**src/rtl/motor_cmd_dispatcher_pkg.sv**
```systemverilog
// Shared widths, word field positions and state encodings for the motor
// command dispatcher and its per-channel slots.
package motor_cmd_dispatcher_pkg;
  localparam int NUM_CH_DEF = 10;
  localparam int DIV_W      = 15;
  localparam int STEP_W     = 13;
  localparam int CH_W       = 4;
  localparam int DIV_LSB    = 4;
  localparam int STEP_LSB   = 19;

  typedef enum logic {P_IDLE, P_DATA} parser_state_e;

  typedef enum logic [1:0] {S_FREE, S_HELD, S_LOADED} slot_state_e;
endpackage

```
**src/rtl/motor_cmd_slot.sv**
```systemverilog
// One channel's command slot: holds divider/steps from commit until the next
// commit, issues the load pulse and waits for the motor's busy-edge acknowledge.
module motor_cmd_slot
  import motor_cmd_dispatcher_pkg::*;
(
  input  logic              clk_i,
  input  logic              rst_i,
  input  logic              commit_i,
  input  logic [DIV_W-1:0]  div_i,
  input  logic [STEP_W-1:0] steps_i,
  input  logic              active_i,
  output logic              load_o,
  output logic              pending_o,
  output logic [DIV_W-1:0]  div_o,
  output logic [STEP_W-1:0] steps_o
);
  slot_state_e       state_q, state_d;
  logic              active_q;
  logic              load_q, load_d;
  logic [DIV_W-1:0]  div_q;
  logic [STEP_W-1:0] steps_q;

  always_ff @(posedge clk_i) begin
    if (rst_i) begin
      state_q  <= S_FREE;
      active_q <= 1'b0;
      load_q   <= 1'b0;
      div_q    <= '0;
      steps_q  <= '0;
    end else begin
      state_q  <= state_d;
      active_q <= active_i;
      load_q   <= load_d;
      if (commit_i) begin
        div_q   <= div_i;
        steps_q <= steps_i;
      end
    end
  end

  // A zero-step command is recorded but never armed, so the slot stays free.
  always_comb begin
    state_d = state_q;
    load_d  = 1'b0;
    case (state_q)
      S_FREE: begin
        if (commit_i && (steps_i != '0)) state_d = S_HELD;
      end
      S_HELD: begin
        if (!active_i) begin
          load_d  = 1'b1;
          state_d = S_LOADED;
        end
      end
      S_LOADED: begin
        if (!active_q && active_i) state_d = S_FREE;
      end
      default: state_d = S_FREE;
    endcase
  end

  assign load_o    = load_q;
  assign pending_o = (state_q != S_FREE);
  assign div_o     = div_q;
  assign steps_o   = steps_q;
endmodule

```
**src/rtl/motor_cmd_dispatcher.sv**
```systemverilog
// UART frame parser (channel byte + 32-bit LSB-first word) feeding NUM_CH
// independent motor command slots, with overrun and frame-error reporting.
module motor_cmd_dispatcher
  import motor_cmd_dispatcher_pkg::*;
#(
  parameter int NUM_CH      = NUM_CH_DEF,
  parameter int TIMEOUT_CYC = 8192
) (
  input  logic                     CLK_SE_AR,
  input  logic                     rst,
  input  logic                     rx_valid,
  input  logic [7:0]               rx_data,
  input  logic [NUM_CH-1:0]        mr_active,
  output logic [NUM_CH-1:0]        mr_load,
  output logic [DIV_W*NUM_CH-1:0]  mr_divider,
  output logic [STEP_W*NUM_CH-1:0] mr_steps,
  output logic [NUM_CH-1:0]        pending,
  output logic                     frame_err,
  output logic                     overrun
);
  localparam int TMO_W = (TIMEOUT_CYC > 2) ? $clog2(TIMEOUT_CYC) : 1;
  localparam logic [TMO_W-1:0] TMO_LAST = TMO_W'(TIMEOUT_CYC - 1);

  parser_state_e     pstate_q, pstate_d;
  logic [1:0]        idx_q, idx_d;
  logic [CH_W-1:0]   ch_q, ch_d;
  logic [23:0]       word_q, word_d;
  logic [TMO_W-1:0]  tmo_q, tmo_d;
  logic              ferr_q, ferr_d;
  logic              ovr_q, ovr_d;
  logic              commit_ok;
  logic              pend_sel;
  logic [DIV_W-1:0]  div_w;
  logic [STEP_W-1:0] steps_w;

  always_ff @(posedge CLK_SE_AR) begin
    if (rst) begin
      pstate_q <= P_IDLE;
      idx_q    <= '0;
      tmo_q    <= '0;
      ferr_q   <= 1'b0;
      ovr_q    <= 1'b0;
    end else begin
      pstate_q <= pstate_d;
      idx_q    <= idx_d;
      tmo_q    <= tmo_d;
      ferr_q   <= ferr_d;
      ovr_q    <= ovr_d;
    end
    ch_q   <= ch_d;
    word_q <= word_d;
  end

  // The last byte is not shifted in; fields are cut straight from it plus the held bytes.
  assign div_w   = DIV_W'({rx_data, word_q} >> DIV_LSB);
  assign steps_w = STEP_W'({rx_data, word_q} >> STEP_LSB);

  always_comb begin
    pend_sel = 1'b0;
    for (int c = 0; c < NUM_CH; c++) begin
      if (ch_q == CH_W'(c)) pend_sel = pending[c];
    end
  end

  always_comb begin
    pstate_d  = pstate_q;
    idx_d     = idx_q;
    ch_d      = ch_q;
    word_d    = word_q;
    tmo_d     = tmo_q;
    ferr_d    = 1'b0;
    ovr_d     = 1'b0;
    commit_ok = 1'b0;
    case (pstate_q)
      P_IDLE: begin
        tmo_d = '0;
        if (rx_valid) begin
          ch_d     = rx_data[CH_W-1:0];
          idx_d    = '0;
          pstate_d = P_DATA;
        end
      end
      P_DATA: begin
        if (rx_valid) begin
          tmo_d = '0;
          if (idx_q == 2'd3) begin
            pstate_d = P_IDLE;
            idx_d    = '0;
            if (int'(ch_q) >= NUM_CH) ferr_d = 1'b1;
            else if (pend_sel)        ovr_d  = 1'b1;
            else                      commit_ok = 1'b1;
          end else begin
            word_d = {rx_data, word_q[23:8]};
            idx_d  = idx_q + 2'd1;
          end
        end else if (tmo_q == TMO_LAST) begin
          pstate_d = P_IDLE;
          idx_d    = '0;
          tmo_d    = '0;
          ferr_d   = 1'b1;
        end else begin
          tmo_d = tmo_q + TMO_W'(1);
        end
      end
      default: pstate_d = P_IDLE;
    endcase
  end

  assign frame_err = ferr_q;
  assign overrun   = ovr_q;

  for (genvar c = 0; c < NUM_CH; c++) begin : g_slot
    motor_cmd_slot u_slot (
      .clk_i     (CLK_SE_AR),
      .rst_i     (rst),
      .commit_i  (commit_ok && (ch_q == CH_W'(c))),
      .div_i     (div_w),
      .steps_i   (steps_w),
      .active_i  (mr_active[c]),
      .load_o    (mr_load[c]),
      .pending_o (pending[c]),
      .div_o     (mr_divider[c*DIV_W +: DIV_W]),
      .steps_o   (mr_steps[c*STEP_W +: STEP_W])
    );
  end
endmodule
```
**config.mk**
```make
export PLATFORM = sky130hd
export DESIGN_NAME = motor_cmd_dispatcher
export DESIGN_NICKNAME = d
export VERILOG_FILES = /design/src/rtl/motor_cmd_dispatcher_pkg.sv /design/src/rtl/motor_cmd_slot.sv /design/src/rtl/motor_cmd_dispatcher.sv
export SDC_FILE = /design/constraint.sdc
export NUM_CORES = 1
export LEC_CHECK = 0
export ABC_AREA = 1
export CAP_MARGIN = 5
export CELL_PAD_IN_SITES_DETAIL_PLACEMENT = 0
export CELL_PAD_IN_SITES_GLOBAL_PLACEMENT = 1
export CORE_MARGIN = 2
export CORE_UTILIZATION = 33
export CTS_BUF_LIST = sky130_fd_sc_hd__clkbuf_4
export DETAILED_ROUTE_END_ITERATION = 10
export HOLD_SLACK_MARGIN = 0.03
export PLACE_DENSITY_LB_ADDON = 0.05
export SLEW_MARGIN = 40
export SYNTH_ARGS = -nofsm -noshare
export SYNTH_HDL_FRONTEND = slang
export SYNTH_SLANG_ARGS = --single-unit
```
**constraint.sdc**
```tcl
create_clock -name CLK_SE_AR -period 2.2 [get_ports CLK_SE_AR]
set_input_delay 0.44 -clock CLK_SE_AR [delete_from_list [all_inputs] [get_ports CLK_SE_AR]]
set_output_delay 0.44 -clock CLK_SE_AR [all_outputs]
set_load 0.1 [all_outputs]
```
==> results of run 1 <==
==> report_power, final <==
part | total, mW | switching [mW] | internal, mW | leakage, nW
combinational | 0.416 | 0.291 | 0.126 | 7.15
sequential | 6.72 | 0.0611 | 6.66 | 2.95
clock | 6.39 | 3.00 | 3.40 | 0.797
total | 13.5 | 3.35 | 10.2 | 10.9
==> state kept, by name, summed over array words and instances, names as in the netlist <==
name	count
g_slot.u_slot.load_o	10
idx_q	2
g_slot.u_slot.div_o	150
g_slot.u_slot.active_q	10
tmo_q	13
pstate_q	1
g_slot.u_slot.state_q	20
word_q	20
overrun	1
ch_q	4
g_slot.u_slot.steps_o	130
frame_err	1
==> worst min-delay path, stage by stage <==
cell	delay [ns]
sky130_fd_sc_hd__clkdlybuf4s50_1	0.43
sky130_fd_sc_hd__nand2_1	0.08
sky130_fd_sc_hd__a21oi_1	0.06
==> repair_timing <==
item,CTS,global route
gates resized for setup,16,167
pin swaps,0,22
buffers inserted,0,8
setup endpoints to repair,7,287
gates cloned,0,32
hold endpoints to repair,0,0
==> cell type report <==
type,count,area [um^2],share of cell area (%)
flip-flops and latches,362,7490,36.5
diodes,1,2.50,0.0122
multi-input cells,1330,5810,28.3
clock inverters,26,125,0.610
clock buffers,160,1200,5.86
inverters,330,1250,6.08
well taps,592,741,3.61
repair buffers,420,3890,19.0
==> placed cells by master, fill, tap and decap left out, types with 5 or more instances in the layout <==
| cell | instances |
|---|---|
| sky130_fd_sc_hd__nor2_1 | 571 |
| sky130_fd_sc_hd__nand2_1 | 526 |
| sky130_fd_sc_hd__dfxtp_1 | 338 |
| sky130_fd_sc_hd__buf_4 | 338 |
| sky130_fd_sc_hd__inv_1 | 324 |
| sky130_fd_sc_hd__clkbuf_4 | 160 |
| sky130_fd_sc_hd__nand2_2 | 64 |
| sky130_fd_sc_hd__nor2_2 | 37 |
| sky130_fd_sc_hd__a21oi_1 | 26 |
| sky130_fd_sc_hd__edfxtp_1 | 24 |
| sky130_fd_sc_hd__clkinv_1 | 23 |
| sky130_fd_sc_hd__buf_12 | 23 |
| sky130_fd_sc_hd__clkdlybuf4s50_1 | 20 |
| sky130_fd_sc_hd__buf_6 | 18 |
| sky130_fd_sc_hd__clkbuf_16 | 17 |
| sky130_fd_sc_hd__nand3_1 | 15 |
| sky130_fd_sc_hd__nand4_1 | 14 |
| sky130_fd_sc_hd__nand2_4 | 13 |
| sky130_fd_sc_hd__nor2_4 | 10 |
| sky130_fd_sc_hd__nand3_4 | 8 |
| sky130_fd_sc_hd__o211ai_1 | 8 |
| sky130_fd_sc_hd__inv_2 | 6 |
| sky130_fd_sc_hd__nand3_2 | 5 |
| sky130_fd_sc_hd__nor3_1 | 5 |
==> worst min path at each step <==
stage            startpoint                          end  slack [ns]
2_1_floorplan      tmo_q[0]                     tmo_q[0]        0.42
3_3_place_gp       tmo_q[0]                     tmo_q[0]        0.43
3_5_place_dp      tmo_q[12]                    tmo_q[12]        0.44
4_1_cts        mr_active[0]    g_slot[0].u_slot.active_q        0.14
5_1_grt        mr_active[4]    g_slot[4].u_slot.active_q        0.16
6_report       mr_active[3]  g_slot[3].u_slot.state_q[0]        0.23
==> per-stage QoR <==
step	utilization [%]	area (um^2)	setup TNS, ns	power (mW)
global placement	40.4	17900	-19.17	7.24
finish	46.3	20500	-0.0647	13.5
CTS	43.6	19300	0	13.7
detailed placement	40.4	17900	-24.38	7.25
floorplan	-	14900	0	7.00
global route	46.3	20500	-13.56	14.1
==> logic make-up after synthesis <==
kind of cell	synth area share, %
AOI/OAI and AO/OA	1.44
xor gates and xnor gates	0.294
adders and majority gates	0.168
buffers and inverters	14.2
DFF	50.3
muxes	0.0673
and+or+nand+nor	33.5
==> metal layers <==
| metal | vias to the layer above | track usage [%] | part of all wire [%] | wire, um |
|---|---|---|---|---|
| met4 | 0 | 5.55 | 1.6 | 909 |
| met3 | 65 | 7.16 | 7.1 | 4000 |
| li1 | 7099 | - | - | - |
| met1 | 6310 | 26.6 | 46 | 25900 |
| met5 | - | 0 | 0 | 0 |
| met2 | 351 | 34.5 | 45 | 25700 |
==> flow_metrics.tcl, run 1 <==
set metrics [dict create \
    cp_slowest_cell "sky130_fd_sc_hd__edfxtp_1" \
    die_area_um2 46800 \
    dr_total_vias 13800 \
    dp_hpwl_um 32800 \
    cp_cell_sequence "buf_4 -> inv_2 -> a21oi_1 -> or2_1 -> nor2_1 -> buf_12 -> nand3_4 -> clkbuf_16 -> nand2_1 -> nand2_1 -> nor2_1" \
    layout_min_cycle_time_ns 2.22 \
    critPathLaunch "ch_q[1]" \
    crit-reg2reg-capture "g_slot[1].u_slot.div_o[4]" \
    maxSlewViolCount 0 \
    worst_ir_drop_vdd_mv 0.349 \
    sequential_to_total_area_share_from_yosys_stat_pct 50.3 \
    critical_path.top_delay_family "simple AND/OR/NAND/NOR gates" \
    drt-vias-per-instance 4.29 \
    ctsRootBufferMaster "sky130_fd_sc_hd__clkbuf_4" \
    dieWidth_um 216 \
    grt_first_pass_wirelength_um 74700 \
    timing.hold.ws_ns 0.225 \
    start_of_the_worst_register_to_register_path "ch_q[1]" \
    place_inst 2994 \
    finalHoldViolations 0 \
    largest_net_degree_at_the_start_of_global_routing 73 \
    finalWeightedCongestion 0.784 \
    fillerInstances 4537 \
    placeableCoreArea_um2 44300 \
    core.rowCount 77 \
    failed_checks "setup timing" \
    synth_edf_count 24 \
    synth.lib_cells_used.distinct 31 \
    drc_errors 0 \
    slew_headroom_pct 33.5 \
    timing.final.setup_violations 8 \
    gr-usage-all-layers_pct 21.1 \
    worst_setup_hold_path_clk_slew_ns 0.06 \
    critical_path.max_stage_delay_ns 0.44 \
    unrepaired_setup_endpoints_after_global_routing "yes" \
    syn-instance-count 2170 \
    final_nets 2571 \
    clk_latency_ns 0.83 \
    tritoncts "done" \
    synth.largest_area_cell "sky130_fd_sc_hd__dfxtp_1" \
    preCtsSetupSlack_ns -0.144 \
    grt_antenna_before_repair 1 \
    tritoncts_buffer_count 104 \
    count_of_maximum_capacitance_violations 0 \
    die_height_um 216 \
    outcome "finished, violations left" \
    period_share_pct 101 \
    synth_top_flop_cell "sky130_fd_sc_hd__dfxtp_1" \
    power_density_cells_nw_per_um2 660 \
    first_iter_violations 941 \
    grt_overflow 0 \
    critical_path_cell_count 11 \
    crit_end "g_slot[1].u_slot.div_o[4]" \
    synthDominantCellAreaShare_pct 45.5 \
    synth.area.top_cells "sky130_fd_sc_hd__dfxtp_1 45%, sky130_fd_sc_hd__nor2_1 16%, sky130_fd_sc_hd__nand2_1 15%" \
    drt_wl_total_um 56400 \
    port_buffers 322 \
    timing.hold.worst.class "in -> reg" \
    design.portCount 323 \
    synthesis.area_per_instance_um2 6.86 \
    final_cells 3221 \
    critPathRequiredTime_ns 2.95 \
    leakage_component_of_the_power_nw 10.9 \
    start_util_pct 33.6 \
    rr_worst_depth 11 \
    ys_seq_elements 362 \
    async_flop_share_pct 0 \
    timing_worst_slew_pin_value_ns 0.997 \
    clock_tree.buffer_depth 3 \
    critPathArrivalTime_ns 2.98 \
    synth.most_common_cell "sky130_fd_sc_hd__nor2_1" \
    worst_setup_path_start_kind "flop" \
    clock_sink_count 362 \
    cp.buffers_inverters 4 \
    drive_above_1_share_pct 27.3 \
    first_pass_iters 5 \
    kind_of_capture_point_of_the_worst_setup_path "flop" \
    cts.htree.levels 3 \
    worst_hold_path.num_cells 3 \
    drtAntennaViolNets 0 \
    worstPathMaxFanout 16 \
    cts_hold_repair.buffers 0 \
    ys_warn_count 0 \
    criticalPathCategory "reg -> reg" \
    r2r_setup_slack_ns -0.02 \
    flow.area_growth_from_synthesis_pct 37.8 \
    fin_skew_ns 0.0269 \
    mappedNetlistArea_um2 14900 \
    postSynthNetCount 2193 \
    number_of_global_route_vias_before_repair 12600 \
    fmaxAchievable_mhz 450 \
    final.setup.worst_slack_ns -0.0234 \
    avgRoutedWirePerCell_um 17.5 \
    synth_commonest_cells "617 x sky130_fd_sc_hd__nor2_1, 603 x sky130_fd_sc_hd__nand2_1, 338 x sky130_fd_sc_hd__dfxtp_1" \
]
(Power assumes the default switching activity.)
==> run 2, diff against run 1 <==
--- a/config.mk
+++ b/config.mk
@@ -12,6 +12,7 @@
 export CORE_MARGIN = 2
 export CORE_UTILIZATION = 33
 export CTS_BUF_LIST = sky130_fd_sc_hd__clkbuf_4
+export CTS_CLUSTER_SIZE = 40
 export DETAILED_ROUTE_END_ITERATION = 10
 export HOLD_SLACK_MARGIN = 0.03
 export PLACE_DENSITY_LB_ADDON = 0.05
==> constraint.sdc (replaced) <==
create_clock -name CLK_SE_AR -period 2 [get_ports CLK_SE_AR]
set_input_delay 0.4 -clock CLK_SE_AR [delete_from_list [all_inputs] [get_ports CLK_SE_AR]]
set_output_delay 0.4 -clock CLK_SE_AR [all_outputs]
set_load 0.1 [all_outputs]
==> flow_metrics.tcl, run 2 (synthesis gave the netlist of run 1 again) <==
set metrics [dict create \
    slew_headroom_pct 47.7 \
    power_density_cells_nw_per_um2 728 \
    critPathArrivalTime_ns 2.76 \
    finalWeightedCongestion 0.781 \
    worst_setup_hold_path_clk_slew_ns 0.07 \
    gr-usage-all-layers_pct 21.3 \
    most_used_cells_in_the_layout_excluding_fill_and_tap_cells "598 x sky130_fd_sc_hd__nor2_1, 584 x sky130_fd_sc_hd__nand2_1, 363 x sky130_fd_sc_hd__buf_4, 332 x sky130_fd_sc_hd__dfxtp_1, 319 x sky130_fd_sc_hd__inv_1" \
    clock_tree.buffer_depth 3 \
    dp_hpwl_um 33100 \
    grt_antenna_before_repair 2 \
    first_iter_violations 741 \
    failed_checks "setup timing" \
    tritoncts "done" \
    outcome "finished, violations left" \
    period_share_pct 105 \
    die_height_um 216 \
    number_of_global_route_vias_before_repair 12600 \
    dr_total_vias 13800 \
    final_nets 2585 \
    fillerInstances 4537 \
    drt-vias-per-instance 4.25 \
    flow.area_growth_from_synthesis_pct 36.3 \
    timing.final.setup_violations 225 \
    drive_above_1_share_pct 24.8 \
    largest_net_degree_at_the_start_of_global_routing 60 \
    post-layout-total-power_mw 14.8 \
    core.rowCount 77 \
    maxSlewViolCount 0 \
    drt_wl_total_um 54400 \
    start_of_the_worst_register_to_register_path "ch_q[2]" \
    worstPathMaxFanout 28 \
    drtAntennaViolNets 0 \
    drc_errors 0 \
    die_area_um2 46800 \
    placeableCoreArea_um2 44300 \
    unrepaired_setup_endpoints_after_global_routing "yes" \
    largest_register_ffs 150 \
    dieWidth_um 216 \
    final_common_cell "sky130_fd_sc_hd__nor2_1" \
    worst_setup_path_start_kind "flop" \
    design.portCount 323 \
    tritoncts_buffer_count 104 \
    place_inst 3014 \
    kind_of_capture_point_of_the_worst_setup_path "flop" \
    clk_latency_ns 0.78 \
    fmaxAchievable_mhz 477 \
    avgRoutedWirePerCell_um 16.8 \
    timing.hold.worst.class "in -> reg" \
    ctsRootBufferMaster "sky130_fd_sc_hd__clkbuf_4" \
    fin_skew_ns 0.0412 \
    clock_sink_count 362 \
    grt_first_pass_wirelength_um 75500 \
    layout_min_cycle_time_ns 2.10 \
    start_util_pct 33.6 \
    worst_ir_drop_vdd_mv 0.346 \
    final.setup.worst_slack_ns -0.0979 \
    grt_overflow 0 \
    hold_path.startpoint "mr_active[3]" \
    critPathLaunch "ch_q[2]" \
    finalHoldViolations 0 \
    final_cells 3236 \
    criticalPathCategory "reg -> reg" \
    cts_hold_repair.buffers 0 \
    critPathRequiredTime_ns 2.66 \
    first_pass_iters 5 \
    port_buffers 322 \
    leakage_component_of_the_power_nw 11.0 \
    cts.htree.levels 3 \
    count_of_maximum_capacitance_violations 0 \
    timing_worst_slew_pin_value_ns 0.784 \
]
-- run 2: cell types whose count changed in the layout (fill, tap and decap cells not counted), moves of 5 or more --
cell,before,now
sky130_fd_sc_hd__nand2_1,526,584
sky130_fd_sc_hd__nor2_4,10,2
sky130_fd_sc_hd__nor2_2,37,18
sky130_fd_sc_hd__dfxtp_1,338,332
sky130_fd_sc_hd__buf_12,23,29
sky130_fd_sc_hd__dfxtp_2,0,6
sky130_fd_sc_hd__inv_1,324,319
sky130_fd_sc_hd__nand2_2,64,15
sky130_fd_sc_hd__buf_4,338,363
sky130_fd_sc_hd__nand2_4,13,4
sky130_fd_sc_hd__nor2_1,571,598
sky130_fd_sc_hd__buf_6,18,6
-- run 2: routing by layer --
metal	vias up	track usage [%]	wire length (um)
li1	7130	-	-
met1	6214	26.9	24500
met2	359	34.9	25100
met3	51	6.57	4030
met4	0	6.14	739
met5	-	0	0
-- run 2: worst max-delay path: stages (launching register included) --
cell                        delay, ns
sky130_fd_sc_hd__edfxtp_1        0.44
sky130_fd_sc_hd__nor2_2          0.18
sky130_fd_sc_hd__inv_1           0.09
sky130_fd_sc_hd__nor3_2          0.15
sky130_fd_sc_hd__nand2_1         0.07
sky130_fd_sc_hd__nand3_1         0.08
sky130_fd_sc_hd__nand2_1         0.06
sky130_fd_sc_hd__nand4_1         0.08
sky130_fd_sc_hd__nand2_2         0.10
sky130_fd_sc_hd__buf_12          0.17
sky130_fd_sc_hd__nand3_4         0.17
sky130_fd_sc_hd__clkbuf_16       0.24
sky130_fd_sc_hd__nand2_1         0.07
sky130_fd_sc_hd__nand2_1         0.05
sky130_fd_sc_hd__nor2_1          0.04
-- run 2: report_power, final --
group / internal, mW / leakage [nW] / switching [mW] / total, mW
combinational: 0.153 / 7.21 / 0.325 / 0.478
sequential: 7.32 / 2.95 / 0.0608 / 7.38
clock: 3.67 / 0.790 / 3.22 / 6.89
total: 11.1 / 11.0 / 3.61 / 14.8
-- run 2: cell type report --
type                    instances  area (um^2)  share of cell area, %
flip-flops and latches        362         7490                   37.0
multi-input cells            1330         5500                   27.1
repair buffers                434         3970                   19.6
inverters                     330         1250                   6.16
clock buffers                 156         1170                   5.78
well taps                     592          741                   3.65
clock inverters                30          143                  0.704
diodes                          2         5.00                 0.0247
-- run 2: repair_timing --
action	CTS	global route
gates cloned	2	16
pin swaps	10	7
resized for setup	47	41
setup buffers	13	3
setup endpoints to repair	272	285
-- run 2: worst paths after layout --
path	endpoint	slack (ns)	cells after the start
setup / recovery	g_slot[6].u_slot.div_o[12]	-0.1	14
hold / removal	g_slot[3].u_slot.active_q	0.25	3
setup reg to reg	g_slot[6].u_slot.div_o[12]	-0.1	14
hold reg to reg	tmo_q[12]	0.45	2
-- run 2: stage by stage --
stage | TNS (ns) | setup slack, ns | instance area [um^2] | hold WS [ns] | utilization, %
after global placement | -62.30 | -0.293 | 18100 | 0.433 | 40.9
after CTS | -1.54 | -0.0538 | 19700 | 0.141 | 44.6
after global routing | -48.51 | -0.232 | 20300 | 0.207 | 45.7
after detailed placement | -67.20 | -0.302 | 18100 | 0.442 | 40.9
final | -7.99 | -0.0979 | 20300 | 0.245 | 45.7
after floorplan | 0 | 0.0316 | 14900 | 0.418 | -
==> run 3, diff against run 2 <==
--- a/config.mk
+++ b/config.mk
@@ -5,12 +5,11 @@
 export SDC_FILE = /design/constraint.sdc
 export NUM_CORES = 1
 export LEC_CHECK = 0
-export ABC_AREA = 1
 export CAP_MARGIN = 5
 export CELL_PAD_IN_SITES_DETAIL_PLACEMENT = 0
 export CELL_PAD_IN_SITES_GLOBAL_PLACEMENT = 1
 export CORE_MARGIN = 2
-export CORE_UTILIZATION = 33
+export CORE_UTILIZATION = 36
 export CTS_BUF_LIST = sky130_fd_sc_hd__clkbuf_4
 export CTS_CLUSTER_SIZE = 40
 export DETAILED_ROUTE_END_ITERATION = 10
==> flow_metrics.tcl, run 3 <==
set metrics [dict create \
    outcome "finished, violations left" \
    failed_checks "setup timing" \
    avgRoutedWirePerCell_um 20.5 \
    cp_slowest_cell "sky130_fd_sc_hd__edfxtp_1" \
    first_iter_violations 446 \
    leakage_component_of_the_power_nw 10.1 \
    finalWeightedCongestion 0.754 \
    port_buffers 322 \
    dr_total_vias 10800 \
    synth.lib_cells_used.distinct 49 \
    dieWidth_um 202 \
    fin_skew_ns 0.0416 \
    worst_ir_drop_vdd_mv 0.465 \
    clock_tree.buffer_depth 3 \
    worstPathMaxFanout 7 \
    number_of_global_route_vias_before_repair 10900 \
    place_inst 2098 \
    final_util_pct 52.8 \
    synth.largest_area_cell "sky130_fd_sc_hd__dfxtp_1" \
    gr-usage-all-layers_pct 21.6 \
    preCtsSetupSlack_ns -0.301 \
    critPathArrivalTime_ns 2.80 \
    count_of_maximum_capacitance_violations 0 \
    core.rowCount 72 \
    grt_busiest_layer "met2" \
    largest_net_degree_at_the_start_of_global_routing 129 \
    slew_headroom_pct 55.4 \
    synth_top_flop_cell "sky130_fd_sc_hd__dfxtp_1" \
    maxSlewViolCount 0 \
    drt_wl_total_um 47900 \
    tritoncts_buffer_count 98 \
    grt_first_pass_wirelength_um 67100 \
    placeableCoreArea_um2 38700 \
    power_density_cells_nw_per_um2 719 \
    largest_register_ffs 150 \
    final_nets 1761 \
    period_share_pct 111 \
    synth.area.top_cells "sky130_fd_sc_hd__dfxtp_1 48%, sky130_fd_sc_hd__mux2i_1 20%, sky130_fd_sc_hd__nand2b_1 14%" \
    ys_seq_elements 362 \
    synth.most_common_cell "sky130_fd_sc_hd__dfxtp_1" \
    worst_setup_path_start_kind "flop" \
    postSynthNetCount 1320 \
    start_util_pct 36.6 \
    die_area_um2 41000 \
    first_pass_iters 4 \
    timing_worst_slew_pin_value_ns 0.669 \
    tritoncts "done" \
    syn-instance-count 1297 \
    final_cells 2334 \
    synthesis.area_per_instance_um2 10.9 \
    drive_above_1_share_pct 37.1 \
    cts.htree.levels 3 \
    ys_warn_count 0 \
    grt_antenna_before_repair 5 \
    kind_of_capture_point_of_the_worst_setup_path "flop" \
    setup_tns_after_final_layout_ns -39.01 \
    grt.met2_usage_pct 34.9 \
    fmaxAchievable_mhz 450 \
    design.portCount 323 \
    unrepaired_setup_endpoints_after_global_routing "yes" \
    clk_latency_ns 0.75 \
    global_route.usage.met3_pct 7.16 \
    die_height_um 202 \
    timing.hold.worst.class "in -> reg" \
    synthDominantCellAreaShare_pct 47.7 \
    grt.met1_usage_pct 27.1 \
    fillerInstances 3572 \
    final_common_cell "sky130_fd_sc_hd__buf_4" \
    cp.buffers_inverters 5 \
    synth_edf_count 24 \
    flow.area_growth_from_synthesis_pct 44.3 \
    worst_setup_hold_path_clk_slew_ns 0.06 \
    clock_sink_count 362 \
    final.setup.worst_slack_ns -0.222 \
    post-layout-total-power_mw 14.7 \
    sequential_to_total_area_share_from_yosys_stat_pct 52.8 \
    async_flop_share_pct 0 \
    drc_errors 0 \
    cp_cell_sequence "buf_6 -> buf_6 -> nor4b_4 -> a31oi_4 -> nand3_2 -> buf_12 -> o2111ai_4 -> buf_12 -> clkbuf_16 -> mux2i_1" \
    critPathRequiredTime_ns 2.58 \
    most_used_cells_in_the_layout_excluding_fill_and_tap_cells "354 x sky130_fd_sc_hd__buf_4, 322 x sky130_fd_sc_hd__nand2b_1, 322 x sky130_fd_sc_hd__dfxtp_1, 280 x sky130_fd_sc_hd__mux2i_1, 161 x sky130_fd_sc_hd__clkbuf_4" \
    drtAntennaViolNets 0 \
    dp_hpwl_um 28800 \
    layout_min_cycle_time_ns 2.22 \
    critical_path.top_delay_family "buffers and inverters" \
    grt_overflow 0 \
    finalHoldViolations 0 \
    criticalPathCategory "reg -> reg" \
    critical_path.max_stage_delay_ns 0.49 \
    mappedNetlistArea_um2 14200 \
    timing.final.setup_violations 289 \
    synth_commonest_cells "338 x sky130_fd_sc_hd__dfxtp_1, 322 x sky130_fd_sc_hd__nand2b_1, 280 x sky130_fd_sc_hd__mux2i_1" \
    ctsRootBufferMaster "sky130_fd_sc_hd__clkbuf_4" \
    drt-vias-per-instance 4.64 \
]
run 3: changes by cell type after synthesis, moves of 7 or more:
cell                       previous run  this run
sky130_fd_sc_hd__buf_6               17         7
sky130_fd_sc_hd__nand4_1             14         7
sky130_fd_sc_hd__buf_4               44        36
sky130_fd_sc_hd__nand3_2              8         1
sky130_fd_sc_hd__nand2_1            603        11
sky130_fd_sc_hd__nand3_1             20         5
sky130_fd_sc_hd__inv_1              324        18
sky130_fd_sc_hd__a21oi_1             26        17
sky130_fd_sc_hd__buf_2               19        10
sky130_fd_sc_hd__o211ai_1             8         0
sky130_fd_sc_hd__nor2_1             617        50
sky130_fd_sc_hd__nor2b_1              0        10
sky130_fd_sc_hd__mux2i_1              1       280
sky130_fd_sc_hd__nand2b_1             0       322
run 3: cell families (layout without fill, tap and decap cells):
group	Yosys count	after routing	synth area share [%]
multiplexers	280	280	19.8
adder cells (fa/ha/maj)	2	2	0.177
AND/OR/NAND/NOR	445	445	18.6
buffers and inverters	142	657	5.17
XOR/XNOR	10	10	0.618
AO/OA/AOI/OAI	56	56	2.83
other	0	4	0
flip-flops	362	362	52.8
run 3: layer usage:
layer	up-vias	share of wire [%]
met5	-	0.031
met4	2	1.6
met3	58	6.7
met2	289	47
met1	5236	44
li1	5248	-
run 3: worst paths after layout:
path         cells after the start       start  slack, ns                         to
max                             10     ch_q[0]      -0.22  g_slot[0].u_slot.div_o[4]
min                              1  rx_data[6]       0.28                 word_q[22]
max reg2reg                     10     ch_q[0]      -0.22  g_slot[0].u_slot.div_o[4]
min reg2reg                      0  word_q[14]       0.44                  word_q[6]
run 3: final cells by class:
type	instances	area, um^2	share of cell area (%)
diodes	4	10.0	0.0489
clock buffers	161	1210	5.91
clock inverters	13	76.3	0.373
inverters	18	70.1	0.343
multi-input cells	793	6260	30.6
flip-flops and latches	362	7510	36.7
well taps	518	648	3.17
repair buffers	465	4660	22.8
run 3: timing repair:
action                     in CTS  in global routing
hold buffers                    1                  0
pin swaps                      16                 19
hold endpoints to repair        3                  0
buffers inserted               25                 10
resized for setup              78                 49
cloned                          8                 21
setup endpoints to repair     294                299
run 3: metrics by stage:
step	hold WS [ns]	area [um^2]
after floorplan	0.428	14200
after global placement	0.434	17700
after detailed placement	0.437	17700
after CTS	0.181	19700
after global routing	0.219	20400
final	0.282	20500
run 3: worst register-to-register path: cells and delay by family, from the launching register on:
kind | cells | cell delay (ns)
muxes | 1 | 0.12
and+or+nand+nor | 2 | 0.43
buffers and inverters | 5 | 0.81
AOI/OAI and AO/OA | 2 | 0.23
DFF | 1 | 0.49
run 3: report_power, final:
| part | internal [mW] | switching (mW) |
|---|---|---|
| logic | 0.274 | 0.345 |
| clock network | 3.72 | 3.02 |
| registers | 7.32 | 0.0197 |
| total | 11.3 | 3.39 |
